--- src/rtl/mod_counter_bcd.sv ---
// mod_counter_bcd: modulo-N up/down counter with cascade carry/borrow and
// a packed BCD view of the count, for chaining time-keeping fields.
//
// Ports:
//   clk      rising-edge clock
//   rst      asynchronous active-high reset
//   clr      synchronous clear to 0
//   load     synchronous load of data (rejected when data >= MODULUS)
//   data     preset value, binary
//   en       count enable (0 = hold)
//   up       direction: 1 = increment, 0 = decrement
//   count    registered binary count, 0..MODULUS-1
//   bcd      registered packed BCD of count, digit 0 in bits [3:0]
//   rco      combinational terminal-count pulse; drives next stage's en
//   load_err registered, high one cycle after a rejected load
module mod_counter_bcd #(
    parameter int unsigned MODULUS    = 60,
    parameter int unsigned WIDTH      = 6,
    parameter int unsigned BCD_DIGITS = 2
) (
    input  logic                      clk,
    input  logic                      rst,
    input  logic                      clr,
    input  logic                      load,
    input  logic [WIDTH-1:0]          data,
    input  logic                      en,
    input  logic                      up,
    output logic [WIDTH-1:0]          count,
    output logic [4*BCD_DIGITS-1:0]   bcd,
    output logic                      rco,
    output logic                      load_err
);

    localparam int unsigned BW = 4 * BCD_DIGITS;

    // Elaboration-time helper: 10^n.
    function automatic longint unsigned pow10(input int unsigned n);
        longint unsigned p;
        p = 64'd1;
        for (int unsigned i = 0; i < n; i++) begin
            p = p * 64'd10;
        end
        return p;
    endfunction

    // Elaboration-time helper: BCD of a constant (never used on the data path).
    function automatic logic [BW-1:0] const_bcd(input int unsigned v);
        logic [BW-1:0] b;
        int unsigned   r;
        b = '0;
        r = v;
        for (int unsigned d = 0; d < BCD_DIGITS; d++) begin
            b[4*d +: 4] = 4'(r % 10);
            r = r / 10;
        end
        return b;
    endfunction

    // Combinational binary-to-BCD conversion (double-dabble) for loads.
    function automatic logic [BW-1:0] to_bcd(input logic [WIDTH-1:0] v);
        logic [BW+WIDTH-1:0] sr;
        sr = {{BW{1'b0}}, v};
        for (int unsigned i = 0; i < WIDTH; i++) begin
            for (int unsigned d = 0; d < BCD_DIGITS; d++) begin
                if (sr[WIDTH + 4*d +: 4] >= 4'd5) begin
                    sr[WIDTH + 4*d +: 4] = sr[WIDTH + 4*d +: 4] + 4'd3;
                end
            end
            sr = sr << 1;
        end
        return sr[WIDTH +: BW];
    endfunction

    // BCD +1 with decimal carry rippling through the digits.
    function automatic logic [BW-1:0] bcd_inc(input logic [BW-1:0] b);
        logic [BW-1:0] r;
        logic          c;
        r = b;
        c = 1'b1;
        for (int unsigned d = 0; d < BCD_DIGITS; d++) begin
            if (c) begin
                if (r[4*d +: 4] == 4'd9) begin
                    r[4*d +: 4] = 4'd0;
                end else begin
                    r[4*d +: 4] = r[4*d +: 4] + 4'd1;
                    c = 1'b0;
                end
            end
        end
        return r;
    endfunction

    // BCD -1 with decimal borrow rippling through the digits.
    function automatic logic [BW-1:0] bcd_dec(input logic [BW-1:0] b);
        logic [BW-1:0] r;
        logic          c;
        r = b;
        c = 1'b1;
        for (int unsigned d = 0; d < BCD_DIGITS; d++) begin
            if (c) begin
                if (r[4*d +: 4] == 4'd0) begin
                    r[4*d +: 4] = 4'd9;
                end else begin
                    r[4*d +: 4] = r[4*d +: 4] - 4'd1;
                    c = 1'b0;
                end
            end
        end
        return r;
    endfunction

    // Reject parameter sets the counter or its BCD view cannot represent.
    if (MODULUS < 2) begin : g_bad_mod_small
        $error("mod_counter_bcd: MODULUS must be at least 2");
    end
    if ((64'd1 << WIDTH) < 64'(MODULUS)) begin : g_bad_width
        $error("mod_counter_bcd: WIDTH too narrow for MODULUS");
    end
    if (64'(MODULUS) > pow10(BCD_DIGITS)) begin : g_bad_digits
        $error("mod_counter_bcd: BCD_DIGITS too few for MODULUS");
    end

    localparam logic [WIDTH-1:0] MAX_CNT = WIDTH'(MODULUS - 1);
    localparam logic [WIDTH:0]   MOD_X   = (WIDTH+1)'(MODULUS);
    localparam logic [BW-1:0]    MAX_BCD = const_bcd(MODULUS - 1);

    logic [WIDTH:0]   inc_x;
    logic [WIDTH:0]   dec_x;
    logic             load_ok;
    logic             at_top;
    logic             at_zero;
    logic [WIDTH-1:0] count_nxt;
    logic [BW-1:0]    bcd_nxt;
    logic             err_nxt;

    // Extended-width step: inc hitting MODULUS or dec borrowing out marks a wrap.
    assign inc_x   = {1'b0, count} + (WIDTH+1)'(1);
    assign dec_x   = {1'b0, count} - (WIDTH+1)'(1);
    assign load_ok = ({1'b0, data} < MOD_X);
    assign at_top  = (count == MAX_CNT);
    assign at_zero = (count == '0);

    // Cascade pulse: high in the cycle whose next edge wraps.
    assign rco = en & ~rst & ~clr & ~load & ((up & at_top) | (~up & at_zero));

    // Next-state: clr > load > en > hold; bcd tracks count step for step.
    always_comb begin
        count_nxt = count;
        bcd_nxt   = bcd;
        err_nxt   = 1'b0;
        if (clr) begin
            count_nxt = '0;
            bcd_nxt   = '0;
        end else if (load) begin
            if (load_ok) begin
                count_nxt = data;
                bcd_nxt   = to_bcd(data);
            end else begin
                err_nxt = 1'b1;
            end
        end else if (en) begin
            if (up) begin
                if (inc_x == MOD_X) begin
                    count_nxt = '0;
                    bcd_nxt   = '0;
                end else begin
                    count_nxt = inc_x[WIDTH-1:0];
                    bcd_nxt   = bcd_inc(bcd);
                end
            end else begin
                if (dec_x[WIDTH]) begin
                    count_nxt = MAX_CNT;
                    bcd_nxt   = MAX_BCD;
                end else begin
                    count_nxt = dec_x[WIDTH-1:0];
                    bcd_nxt   = bcd_dec(bcd);
                end
            end
        end
    end

    // State registers.
    always_ff @(posedge clk or posedge rst) begin
        if (rst) begin
            count    <= '0;
            bcd      <= '0;
            load_err <= 1'b0;
        end else begin
            count    <= count_nxt;
            bcd      <= bcd_nxt;
            load_err <= err_nxt;
        end
    end

endmodule

--- config.mk ---
export PLATFORM = sky130hd
export DESIGN_NAME = mod_counter_bcd
export DESIGN_NICKNAME = d
export VERILOG_FILES = /design/src/rtl/mod_counter_bcd.sv
export SDC_FILE = /design/constraint.sdc
export NUM_CORES = 1
export LEC_CHECK = 0
export ABC_AREA = 1
export BUFFER_PORTS_ARGS = -buffer_cell sky130_fd_sc_hd__buf_2
export CAP_MARGIN = 20
export CORE_ASPECT_RATIO = 1.2
export CORE_MARGIN = 3
export CORE_UTILIZATION = 44
export CTS_BUF_LIST = sky130_fd_sc_hd__clkbuf_16
export CTS_CLUSTER_DIAMETER = 150
export DETAILED_ROUTE_END_ITERATION = 7
export PLACE_DENSITY = 0.64
export SYNTH_ARGS = -nofsm -noshare
export SYNTH_HDL_FRONTEND = slang
export SYNTH_SLANG_ARGS = --single-unit
--- constraint.sdc ---
create_clock -name clk -period 4.3 [get_ports clk]
set_input_delay 0.86 -clock clk [delete_from_list [all_inputs] [get_ports clk]]
set_output_delay 0.86 -clock clk [all_outputs]
set_load 0.02 [all_outputs]
==> Word level (Yosys, flattened, before mapping) <==
Index checks and enable logic that the tools add are counted.
{ "classes": {"muxes": 68, "n_lt_le_gt_ge": 10, "n_addsub": 15, "bitwise": 11, "reduce_logical": 7, "n_eq_ne": 6} }
{ "ops": {"columns": ["operator", "n"], "rows": [
  ["$mux W4", 22],
  ["$mux W8", 7],
  ["$mux W3", 17],
  ["$mux W6", 7],
  ["$ge A4 B3 Y1 const B", 8],
  ["$add A4 B2 Y4 const B", 4],
  ["$mux W1", 15],
  ["$add A3 B2 Y3 const B", 4],
  ["$add A4 B1 Y4 const B", 2],
  ["$eq A4 B4 Y1 const B", 2],
  ["$logic_not A4 Y1", 2],
  ["$sub A4 B1 Y4 const B", 2],
  ["$add A6 B1 Y7 const B", 1],
  ["$eq A7 B6 Y1 const B", 1],
  ["$sub A6 B1 Y7 const B", 1],
  ["$and A1 B1 Y1", 6],
  ["$eq A6 B6 Y1 const B", 1],
  ["$logic_not A6 Y1", 1],
  ["$lt A6 B6 Y1 const B", 1],
  ["$ne A5 B3 Y1 const B", 1],
  ["$reduce_bool A5 Y1", 1],
  ["$not A1 Y1", 4],
  ["$reduce_and A4 Y1", 1],
  ["$add A1 B2 Y3 const B", 1],
  ["other kinds (5)", 5]
]} }
{ "totals": {"reg_bits": 15, "wordCells": 121, "out_inout_bits": 16, "in_bits": 12} }

==> Logic depth before layout (Yosys ltp) <==
Gate-level depths: netlist of the first run.
{ "logic_depth": {"ltp_word": 25, "mapped_depth": 22, "ltp_nobuf": 22} }

==> Least setup slack after synthesis of the first run <==
No wires, ideal clock.
{ "synth_path": {"path_kind": "input-to-reg", "from": "input data[4]", "to": "register bcd[1]", "stages": 20, "t_required_ns": 4.183, "path_slack_ns": 1.383, "setup_ns": 0.117, "n_path_buf": 0, "arrival_ns": 2.800, "cell_sequence": "inv_1 > ha_1 > inv_1 > ha_1 > inv_1 > nand2_2 > xor2_2 > inv_1 > ha_1 > or2_2 > nand3_2 > nand2_2 > nand2_1 > nand3_2 > nand2_2 > nand2_2 > nand2_1 > nand3_1 > nand2_1 > nand2_1"} }
{ "synth_between": {"elab_chain_cells": 20, "word_cells_on_any_way": 26, "classes_between": "3 x add/sub; 5 x order compare; 1 x eq/ne; 16 x mux; 1 x reduce/logical"} }
{ "synth_lines": {"columns": ["item", "line_no", "text"], "rows": [
  ["start: declaration", "25", "input logic [WIDTH-1:0] data,"],
  ["$add A4 B2 Y4 / $ge A4 B3 Y1 (equally long branches)", "66, 65", null],
  ["$mux W4", "65", "if (sr[WIDTH + 4*d +: 4] >= 4'd5) begin"],
  ["$mux W4", "155", "if (load_ok) begin"],
  ["$mux W4", "154", "end else if (load) begin"],
  ["$mux W4", "151", "if (clr) begin"],
  ["$add A4 B2 Y4 / $ge A4 B3 Y1 (equally long branches)", "66, 65", null],
  ["$mux W4", "65", null],
  ["$mux W4", "155", null],
  ["[4 not listed]", null, null],
  ["$mux W4", "155", null],
  ["$mux W4", "154", null],
  ["$mux W4", "151", null],
  ["$ge A4 B3 Y1", "65", null],
  ["$mux W4", "65", null],
  ["$mux W8", "155", null],
  ["$mux W8", "154", null],
  ["$mux W8", "151", null],
  ["end signal: assignment", "190", "bcd <= bcd_nxt;"],
  ["end: declaration", "29", "output logic [4*BCD_DIGITS-1:0] bcd,"]
]} }
Several ways; a longest one is shown, not always the timed one. The select of a mux whose other input is x is not followed.
A chain may end at the register's enable or synchronous reset.

==> Final worst setup path of the first run <==
{ "layout_path": {"from": "input load", "to": "output rco"} }
{ "layout_between": {"elab_chain_cells": 3} }
{ "layout_lines": {"columns": ["item", "line_no", "text"], "rows": [
  ["start: declaration", "24", "input logic load,"],
  ["$not A1 Y1", "144", "assign rco = en & ~rst & ~clr & ~load & ((up & at_top) | (~up & at_zero));"],
  ["$and A1 B1 Y1 (2 in a row)", "144", null],
  ["end: declaration", "30", "output logic rco,"]
]} }
Every way passes these cells.

==> results.sh, run 1 <==
export IMPL_sw_frac_of_total_pct=40.1
export IMPL_crit_required_ps=3440
export IMPL_start_util_pct=46.1
export IMPL_arrival_ps=2300
export IMPL_htreeDepth=1
export IMPL_period_needed_ps=3160
export IMPL_grt_max_degree=21
export IMPL_worstPathMaxFanout=20
export IMPL_fin_crit_sh_pct=73.5
export IMPL_yosys_warnings=0
export IMPL_cpMaxStageDelayCell="inv_1"
export IMPL_io_pin_count=28
export IMPL_finalPower_mw=0.629
export IMPL_synth_area_leaders="dfrtp_1 22%, nand2_1 12%, ha_1 10%"
export IMPL_cts_tree="yes"
export IMPL_startpoint_type="input port"
export IMPL_clkSlewWorstSetupHoldPaths_ps=50
export IMPL_antenna_found_initial=0
export IMPL_layout_setup_ws_ps=1140
export IMPL_cts_sinks=15
export IMPL_max_slew_margin_pct=64.4
export IMPL_combPwrFrac_pct=41.8
export IMPL_yosysMostFrequentCell="nand2_1"
export IMPL_skew_ps=1.62
export IMPL_fp_row_count=24
export IMPL_path_cells="buf_2 > inv_1 > nand2_1 > inv_1 > nand3_1 > a211oi_1 > buf_2"
export IMPL_hold_class="flop to flop"
export IMPL_p_leak_nw=1.02
export IMPL_rsz0062_at_grt="false"
export IMPL_wl_um=4130
export IMPL_root_buffer="clkbuf_16"
export IMPL_cts_resized=0
export IMPL_numCtsBuffers=3
export IMPL_intPower_mw=0.377
export IMPL_worstPathBufferInverterCount=4
export IMPL_drtAntennaViolNets=0
export IMPL_crit_path_max_incr_delay_ps=410
export IMPL_drv_slew=0
export IMPL_fin_setup_tns_ps=0
export IMPL_post_route_util_pct=53.1
export IMPL_routed_via_density=5.19
export IMPL_ir_drop_mv=0.136
export IMPL_core_sq_um=3660
export IMPL_status="complete, no violations"
export IMPL_hold_buffers=0
export IMPL_critical_path_class="input port to primary output"
export IMPL_synth_top_area_share_pct=22.2
export IMPL_ys_types=36
export IMPL_drive_above_1_share_pct=20.2
export IMPL_synth_edff_count=0
export IMPL_async_reset_ff_share_pct=100
export IMPL_io_buffers=27
export IMPL_final_cells=329
export IMPL_n_antenna_cell=0
export IMPL_grt_pass1_wl_um=6860
export IMPL_ys_flop_type="dfrtp_1"
export IMPL_drt_iter0_markers=48
export IMPL_grt_overflow=0
export IMPL_grt_pass1_vias=1552
export IMPL_syn_area_sq_um=1690
export IMPL_dieHeight_um=73.8
export IMPL_fp_dieArea_sq_um=4620
export IMPL_p_seq_share_pct=29.2
export IMPL_first_pass_iters=4
export IMPL_setup_viol=0
export IMPL_yosysTopAreaCell="dfrtp_1"
export IMPL_place_ws_ps=975
export IMPL_worstSkewPairLatency_ps=250
export IMPL_routed_via_count=1707
export IMPL_synthTopCellsByCount="54 x nand2_1, 38 x inv_1, 20 x nand3_1"
export IMPL_switchingPower_mw=0.252
export IMPL_end_kind="primary output"
export IMPL_ys_seq_area_share_pct=22.2
export IMPL_final_nets=304
export IMPL_worstMarginPinSlew_ps=533
export IMPL_synth_nets=276
export IMPL_dp_cells=325
export IMPL_place_gp_congestion=0.806
export IMPL_syn_to_final_growth_pct=15.3
export IMPL_ys_seq_elements=15
export IMPL_max_freq_mhz=316
export IMPL_track_usage_pct=18.3
export IMPL_drc=0
export IMPL_wire_per_inst_um=12.6
export IMPL_hpwl_um=3330
export IMPL_synthCells=250
export IMPL_cpLargestDelayFamily="buffers and inverters"
export IMPL_maxCapViolations=0
export IMPL_powerDensity_nw_per_um2=323
export IMPL_postCtsSetupBuffers=0
export IMPL_cts_path_max_buffers=2
export IMPL_die_w_um=62.5
export IMPL_synth_area_per_cell_sq_um=6.75
export IMPL_pwr_share_clk_pct=29.1
export IMPL_hold_viol=0
## cell usage in the layout, fill, tap and decap left out, drive strengths merged, types with 3 or more instances in the layout
cell type	count
clkbuf	3
nand2	62
dfrtp	15
o22ai	8
nand3	23
nand4	4
o21ai	23
inv	44
nor3	6
xnor2	4
a21oi	7
ha	14
nor2	11
xor2	8
buf	28
## worst min-delay path: stages (launching register included)
cell     delay [ps]
dfrtp_1         390
nand2_1          80
nand2_1          60
## state kept, by name (all words and copies together), names as in the netlist
signal    cells
bcd           8
count         6
load_err      1
## cells by family (layout without fill, tap and decap cells)
kind of cell | Yosys count | after routing | share of synthesized area, %
and+or+nand+nor | 109 | 109 | 30.8
AOI/OAI and AO/OA | 52 | 52 | 18.7
DFF | 15 | 15 | 22.2
buffers and inverters | 48 | 75 | 11.3
xor gates and xnor gates | 12 | 12 | 6.67
adders and majority gates | 14 | 14 | 10.4
## worst paths after layout
check | cells past startpoint | from | end | slack, ps
worst max-delay path | 7 | load | rco | 1140
worst min-delay path | 2 | bcd[1] | bcd[1] | 560
worst max register to register | 10 | count[0] | bcd[6] | 2480
worst min register to register | 2 | bcd[1] | bcd[1] | 560
max in group asynchronous | 3 | rst | count[4] | 3500
min in group asynchronous | 3 | rst | bcd[4] | 610
## stage by stage
stage	cell area [sq um]	hold slack, ps
final	1950	558
after global routing	1950	612
after CTS	1950	564
after detailed placement	1870	552
after global placement	1870	544
after floorplan	1690	640
## metal layers
| metal | GRT usage [%] | share of wire, % |
|---|---|---|
| met5 | 0 | 0 |
| met4 | 5.64 | 1.3 |
| met3 | 2.14 | 3.6 |
| met2 | 33.5 | 50 |
| met1 | 22.5 | 45 |
## power by group through the flow
| stage | logic, mW | clock network (mW) | registers [mW] |
|---|---|---|---|
| global placement | 0.262 | 0 | 0.186 |
| detailed placement | 0.263 | 0 | 0.186 |
| finish | 0.263 | 0.183 | 0.184 |
| floorplan | 0.182 | 0 | 0.202 |
| CTS | 0.265 | 0.184 | 0.184 |
| global route | 0.297 | 0.190 | 0.189 |
## cell type report
cell class | instances | area [sq um]
Fill cell | 402 | 1720
Timing Repair Buffer | 28 | 143
Tap cell | 52 | 65.1
Sequential cell | 15 | 375
Clock buffer | 3 | 75.1
Inverter | 43 | 161
Clock inverter | 1 | 3.75
Multi-Input combinational cell | 187 | 1120
(Power assumes the default switching activity.)
==> inputs of run 2 (changes only) <==
clock period = 3.2 ns   (was 4.3 ns; I/O delays follow)
==> run 2 against run 1 <==
Combinational power increased by 34%. Sequential power increased by 35%. Critical endpoint is now bcd[2]. Sequential cell count unchanged. Final cell count increased by 0.30%. Via count decreased by 2.0%. Count of clock-buffer cells in the layout unchanged. Utilization increased by 0.20 points. Worst hold slack got worse by 110 ps. Worst setup slack got worse by 760 ps. Clock skew about the same. Global-route usage increased by 1.0 points. Highest routed layer unchanged.
==> results.sh, run 2 (synthesis results as in run 1) <==
export IMPL_status="complete, no violations"
export IMPL_grt_overflow=0
export IMPL_drive_above_1_share_pct=20.5
export IMPL_critPathLaunch="data[3]"
export IMPL_ir_drop_mv=0.160
export IMPL_arrival_ps=2960
export IMPL_first_pass_iters=4
export IMPL_fin_setup_tns_ps=0
export IMPL_pwr_share_clk_pct=29.0
export IMPL_setup_viol=0
export IMPL_top_register="bcd"
export IMPL_switchingPower_mw=0.339
export IMPL_drc=0
export IMPL_io_pin_count=28
export IMPL_maxUsedRoutingLayer="met4"
export IMPL_place_ws_ps=105
export IMPL_finalPower_mw=0.846
export IMPL_post_route_util_pct=53.3
export IMPL_cts_sinks=15
export IMPL_timing_rr_start="count[0]"
export IMPL_final_nets=305
export IMPL_n_antenna_cell=0
export IMPL_cts_path_max_buffers=2
export IMPL_crit_required_ps=3340
export IMPL_critical_path_class="input port to flop"
export IMPL_place_gp_congestion=0.844
export IMPL_layout_cells_most_common="nand2_1"
export IMPL_hpwl_um=3330
export IMPL_layout_setup_ws_ps=383
export IMPL_worstPathMaxFanout=5
export IMPL_startpoint_type="input port"
export IMPL_fp_dieArea_sq_um=4620
export IMPL_track_usage_pct=19.3
export IMPL_largest_reg_flops=8
export IMPL_hold_class="input port to async pin"
export IMPL_crit_top_cell="nand2_1"
export IMPL_max_slew_margin_pct=74.6
export IMPL_clkSlewWorstSetupHoldPaths_ps=50
export IMPL_holdWs_ps=446
export IMPL_fp_row_count=24
export IMPL_grt_pass1_vias=1566
export IMPL_cts_resized=0
export IMPL_maxCapViolations=0
export IMPL_grt_pass1_wl_um=7090
export IMPL_drv_slew=0
export IMPL_dieHeight_um=73.8
export IMPL_powerDensity_nw_per_um2=433
export IMPL_hold_viol=0
export IMPL_die_w_um=62.5
export IMPL_final_cell_mix="54 x nand2_1, 39 x inv_1, 27 x buf_2"
export IMPL_path_cells="buf_2 > inv_1 > ha_1 > inv_1 > ha_1 > inv_1 > nand2_2 > xor2_2 > inv_1 > ha_1 > or2_2 > nand3_2 > nand3_1 > nand3_2 > nand2_2 > nand2_2 > nand2_1 > nand2_1 > nand2_1 > nand2_1 > nand2_1"
export IMPL_htreeDepth=1
export IMPL_routed_via_count=1673
export IMPL_wl_met1_um=1840
export IMPL_hold_buffers=0
export IMPL_crit_path_max_incr_delay_ps=300
export IMPL_p_seq_share_pct=29.3
export IMPL_worstMarginPinSlew_ps=379
export IMPL_fin_crit_sh_pct=88.0
export IMPL_grt_max_degree=20
export IMPL_skew_ps=2.02
export IMPL_core_sq_um=3660
export IMPL_max_freq_mhz=355
export IMPL_routed_via_density=5.07
export IMPL_worstPathBufferInverterCount=5
export IMPL_sw_frac_of_total_pct=40.0
export IMPL_wire_per_inst_um=12.6
export IMPL_reg_largest_list="bcd x8, count x6, load_err x1"
export IMPL_route_met3_wl_um=160
export IMPL_end_kind="flop"
export IMPL_start_util_pct=46.1
export IMPL_intPower_mw=0.508
export IMPL_worstSkewPairLatency_ps=250
export IMPL_wl_um=4150
export IMPL_combPwrFrac_pct=41.7
export IMPL_numCtsBuffers=3
export IMPL_wl_met2_um=2060
export IMPL_postCtsSetupBuffers=0
export IMPL_root_buffer="clkbuf_16"
export IMPL_rsz0062_at_grt="false"
export IMPL_p_leak_nw=1.03
export IMPL_cpMaxStageDelayCell="or2_2"
export IMPL_io_buffers=27
export IMPL_cpLargestDelayFamily="simple AND/OR/NAND/NOR gates"
export IMPL_drtAntennaViolNets=0
export IMPL_syn_to_final_growth_pct=15.7
export IMPL_drt_iter0_markers=82
export IMPL_cts_tree="yes"
export IMPL_period_needed_ps=2820
export IMPL_antenna_found_initial=0
## run 2: cell count changes in the layout (fill, tap and decap cells not counted)
cell,change
buf_4,+1
## run 2: worst reg2reg max path, stage by stage (launching register included)
cell and delay (ps):
dfrtp_1 400, ha_1 250, nand3_2 110, nor3_4 250, nor2_2 100, nand2_2 90
inv_2 40, o21ai_2 130, nand2_1 150, nand2_1 90, o21ai_1 60
## run 2: path summary, 6_finish.rpt
check / slack [ps] / to / depth (start not counted)
max: 380 / bcd[2] / 21
min: 450 / bcd[5] / 3
max reg2reg: 1420 / bcd[7] / 10
min reg2reg: 560 / bcd[5] / 2
max in group asynchronous: 2570 / count[5] / 3
min in group clk: 560 / bcd[5] / 2
## run 2: stage by stage
stage,area (sq um),cells
finish,1950,330
detailed placement,1870,326
floorplan,1690,250
CTS,1950,330
global placement,1870,326
global route,1950,330
## run 2: layer usage
layer | GRT usage [%] | vias up
met5 | 0 | -
met4 | 7.84 | 0
met3 | 1.99 | 7
met2 | 34.7 | 36
met1 | 23.7 | 750
li1 | - | 880
## run 2: area by class of cell
| type | count | area [sq um] |
|---|---|---|
| inverter | 43 | 161 |
| clock buffer | 3 | 75.1 |
| tap | 52 | 65.1 |
| sequential | 15 | 375 |
| multi-input combinational | 187 | 1120 |
| timing repair buffer | 29 | 150 |
| fill | 399 | 1710 |
| clock inverter | 1 | 3.75 |
## run 2: power groups by stage
stage | clock network, mW | registers [mW] | logic [mW]
floorplan | 0 | 0.271 | 0.245
global placement | 0 | 0.250 | 0.350
detailed placement | 0 | 0.250 | 0.351
CTS | 0.250 | 0.248 | 0.355
global route | 0.263 | 0.253 | 0.405
finish | 0.245 | 0.248 | 0.353
==> inputs of run 3 (changes only) <==
CELL_PAD_IN_SITES_DETAIL_PLACEMENT = 1   (was unset)
CELL_PAD_IN_SITES_GLOBAL_PLACEMENT = 2   (was unset)
CORE_UTILIZATION = 31   (was 44)
CTS_BUF_LIST = unset   (was sky130_fd_sc_hd__clkbuf_16)
PLACE_DENSITY = 0.79   (was 0.64)
==> run 3 against run 2 <==
Worst setup slack got worse by 23 ps. Sequential cell count is the same. Via count increased by 2.0%. Die area up 38%. Utilization shrank 15 points. Critical path depth is the same. Clock power decreased by 33%. Sequential share of layout area rose by 0.22 points. Critical endpoint is now bcd[4]. Largest power group unchanged.
==> results.sh, run 3 (synthesis results as in run 1) <==
export IMPL_syn_to_final_growth_pct=14.4
export IMPL_crit_path_max_incr_delay_ps=300
export IMPL_root_buffer="clkbuf_8"
export IMPL_rsz0062_at_grt="false"
export IMPL_r2r_slack_ps=1380
export IMPL_final_cell_mix="54 x nand2_1, 38 x inv_1, 27 x buf_2"
export IMPL_io_buffers=27
export IMPL_powerDensity_nw_per_um2=402
export IMPL_grt_pass1_vias=1724
export IMPL_end_kind="flop"
export IMPL_drt_iter0_markers=27
export IMPL_largest_reg_flops=8
export IMPL_final_nets=305
export IMPL_fin_crit_sh_pct=88.8
export IMPL_ir_drop_mv=0.125
export IMPL_grt_pass1_wl_um=8470
export IMPL_combPwrFrac_pct=46.6
export IMPL_arrival_ps=2990
export IMPL_finalPower_mw=0.776
export IMPL_drtAntennaViolNets=0
export IMPL_place_gp_congestion=0.786
export IMPL_crit_required_ps=3350
export IMPL_antenna_found_initial=0
export IMPL_pwr_share_clk_pct=21.3
export IMPL_reg2reg_to="bcd[4]"
export IMPL_layout_setup_ws_ps=360
export IMPL_worstSkewPairLatency_ps=250
export IMPL_top_register="bcd"
export IMPL_cts_resized=0
export IMPL_worstPathMaxFanout=5
export IMPL_wire_per_inst_um=14.7
export IMPL_htreeDepth=1
export IMPL_startpoint_type="input port"
export IMPL_fp_row_count=28
export IMPL_n_antenna_cell=0
export IMPL_critPathLaunch="data[3]"
export IMPL_die_w_um=73.4
export IMPL_worstRegToRegCells=10
export IMPL_routed_via_count=1706
export IMPL_timing_rr_start="count[0]"
export IMPL_cts_sinks=15
export IMPL_path_cells="buf_2 > inv_1 > ha_1 > inv_1 > ha_1 > inv_1 > nand2_2 > xor2_2 > inv_1 > ha_1 > or2_2 > nand3_2 > nand2_2 > nand2_1 > nand3_2 > nand2_2 > nand2_2 > nand2_1 > nand2_1 > nand3_1 > nand2_1"
export IMPL_p_seq_share_pct=32.1
export IMPL_intPower_mw=0.428
export IMPL_cts_path_max_buffers=2
export IMPL_status="complete, no violations"
export IMPL_hold_buffers=0
export IMPL_start_util_pct=33.2
export IMPL_drc=0
export IMPL_critical_path_class="input port to flop"
export IMPL_track_usage_pct=17.0
export IMPL_period_needed_ps=2840
export IMPL_worstMarginPinSlew_ps=396
export IMPL_drive_above_1_share_pct=20.9
export IMPL_dieHeight_um=86.8
export IMPL_switchingPower_mw=0.348
export IMPL_wl_um=4950
export IMPL_skew_ps=2.00
export IMPL_setup_viol=0
export IMPL_fin_setup_tns_ps=0
export IMPL_max_slew_margin_pct=73.3
export IMPL_drv_slew=0
export IMPL_max_freq_mhz=352
export IMPL_place_ws_ps=72.4
export IMPL_maxCapViolations=0
export IMPL_routed_via_density=5.05
export IMPL_core_sq_um=5080
export IMPL_postCtsSetupBuffers=0
export IMPL_cp_endpoint="bcd[4]"
export IMPL_grt_max_degree=20
export IMPL_hpwl_um=4130
export IMPL_first_pass_iters=4
export IMPL_cpMaxStageDelayCell="or2_2"
export IMPL_fp_dieArea_sq_um=6370
export IMPL_fill_cells=678
export IMPL_layout_cells_most_common="nand2_1"
export IMPL_holdWs_ps=447
export IMPL_numCtsBuffers=3
export IMPL_grt_overflow=0
export IMPL_p_leak_nw=1.01
export IMPL_hold_viol=0
export IMPL_cts_tree="yes"
export IMPL_io_pin_count=28
export IMPL_clkSlewWorstSetupHoldPaths_ps=70
export IMPL_reg_largest_list="bcd x8, count x6, load_err x1"
export IMPL_hold_class="input port to async pin"
export IMPL_sw_frac_of_total_pct=44.9
run 3: cell types whose count changed in the layout (fill, tap and decap cells not counted), sizes merged:
cell,delta
inv,-1
clkinv,+1
run 3: layout make-up:
cell class	instances	area [sq um]	share of cell area [%]
flip-flops and latches	15	375	19.4
clock buffers	3	41.3	2.14
multi-input cells	187	1120	58.1
well taps	60	75.1	3.89
repair buffers	29	150	7.78
clock inverters	1	5.00	0.259
inverters	43	161	8.36
run 3: power groups by stage:
stage	Combinational, mW	Sequential [mW]	Clock, mW
6_report	0.362	0.249	0.165
2_1_floorplan	0.245	0.271	0
3_5_place_dp	0.367	0.253	0
4_1_cts	0.369	0.250	0.173
5_1_grt	0.413	0.254	0.182
3_3_place_gp	0.362	0.253	0
run 3: routing by layer:
metal | GRT usage, % | share of wire, %
met5 | 0 | 0
met4 | 3.95 | 0.95
met3 | 1.62 | 2.2
met2 | 30.7 | 51
met1 | 21.5 | 46
run 3: worst min-delay path by stage:
stage	to	cells past startpoint	slack, ps
CTS	bcd[4]	3	460
global placement	count[5]	2	540
floorplan	bcd[0]	1	550
detailed placement	count[5]	2	540
finish	bcd[3]	3	450
global route	bcd[3]	3	490
run 3: per-stage QoR:
step,cells,utilization (%),area [sq um]
6_report,338,38.0,1930
5_1_grt,338,38.0,1930
4_1_cts,338,38.0,1930
3_5_place_dp,334,37.1,1880
3_3_place_gp,334,37.1,1880
2_1_floorplan,250,-,1690
run 3: critical path, delay by kind of cell:
family / cells / cell delay (ps)
AND/OR/NAND/NOR: 12 / 1170
adder cells (fa/ha/maj): 3 / 550
buffers and inverters: 5 / 420
XOR/XNOR: 1 / 190
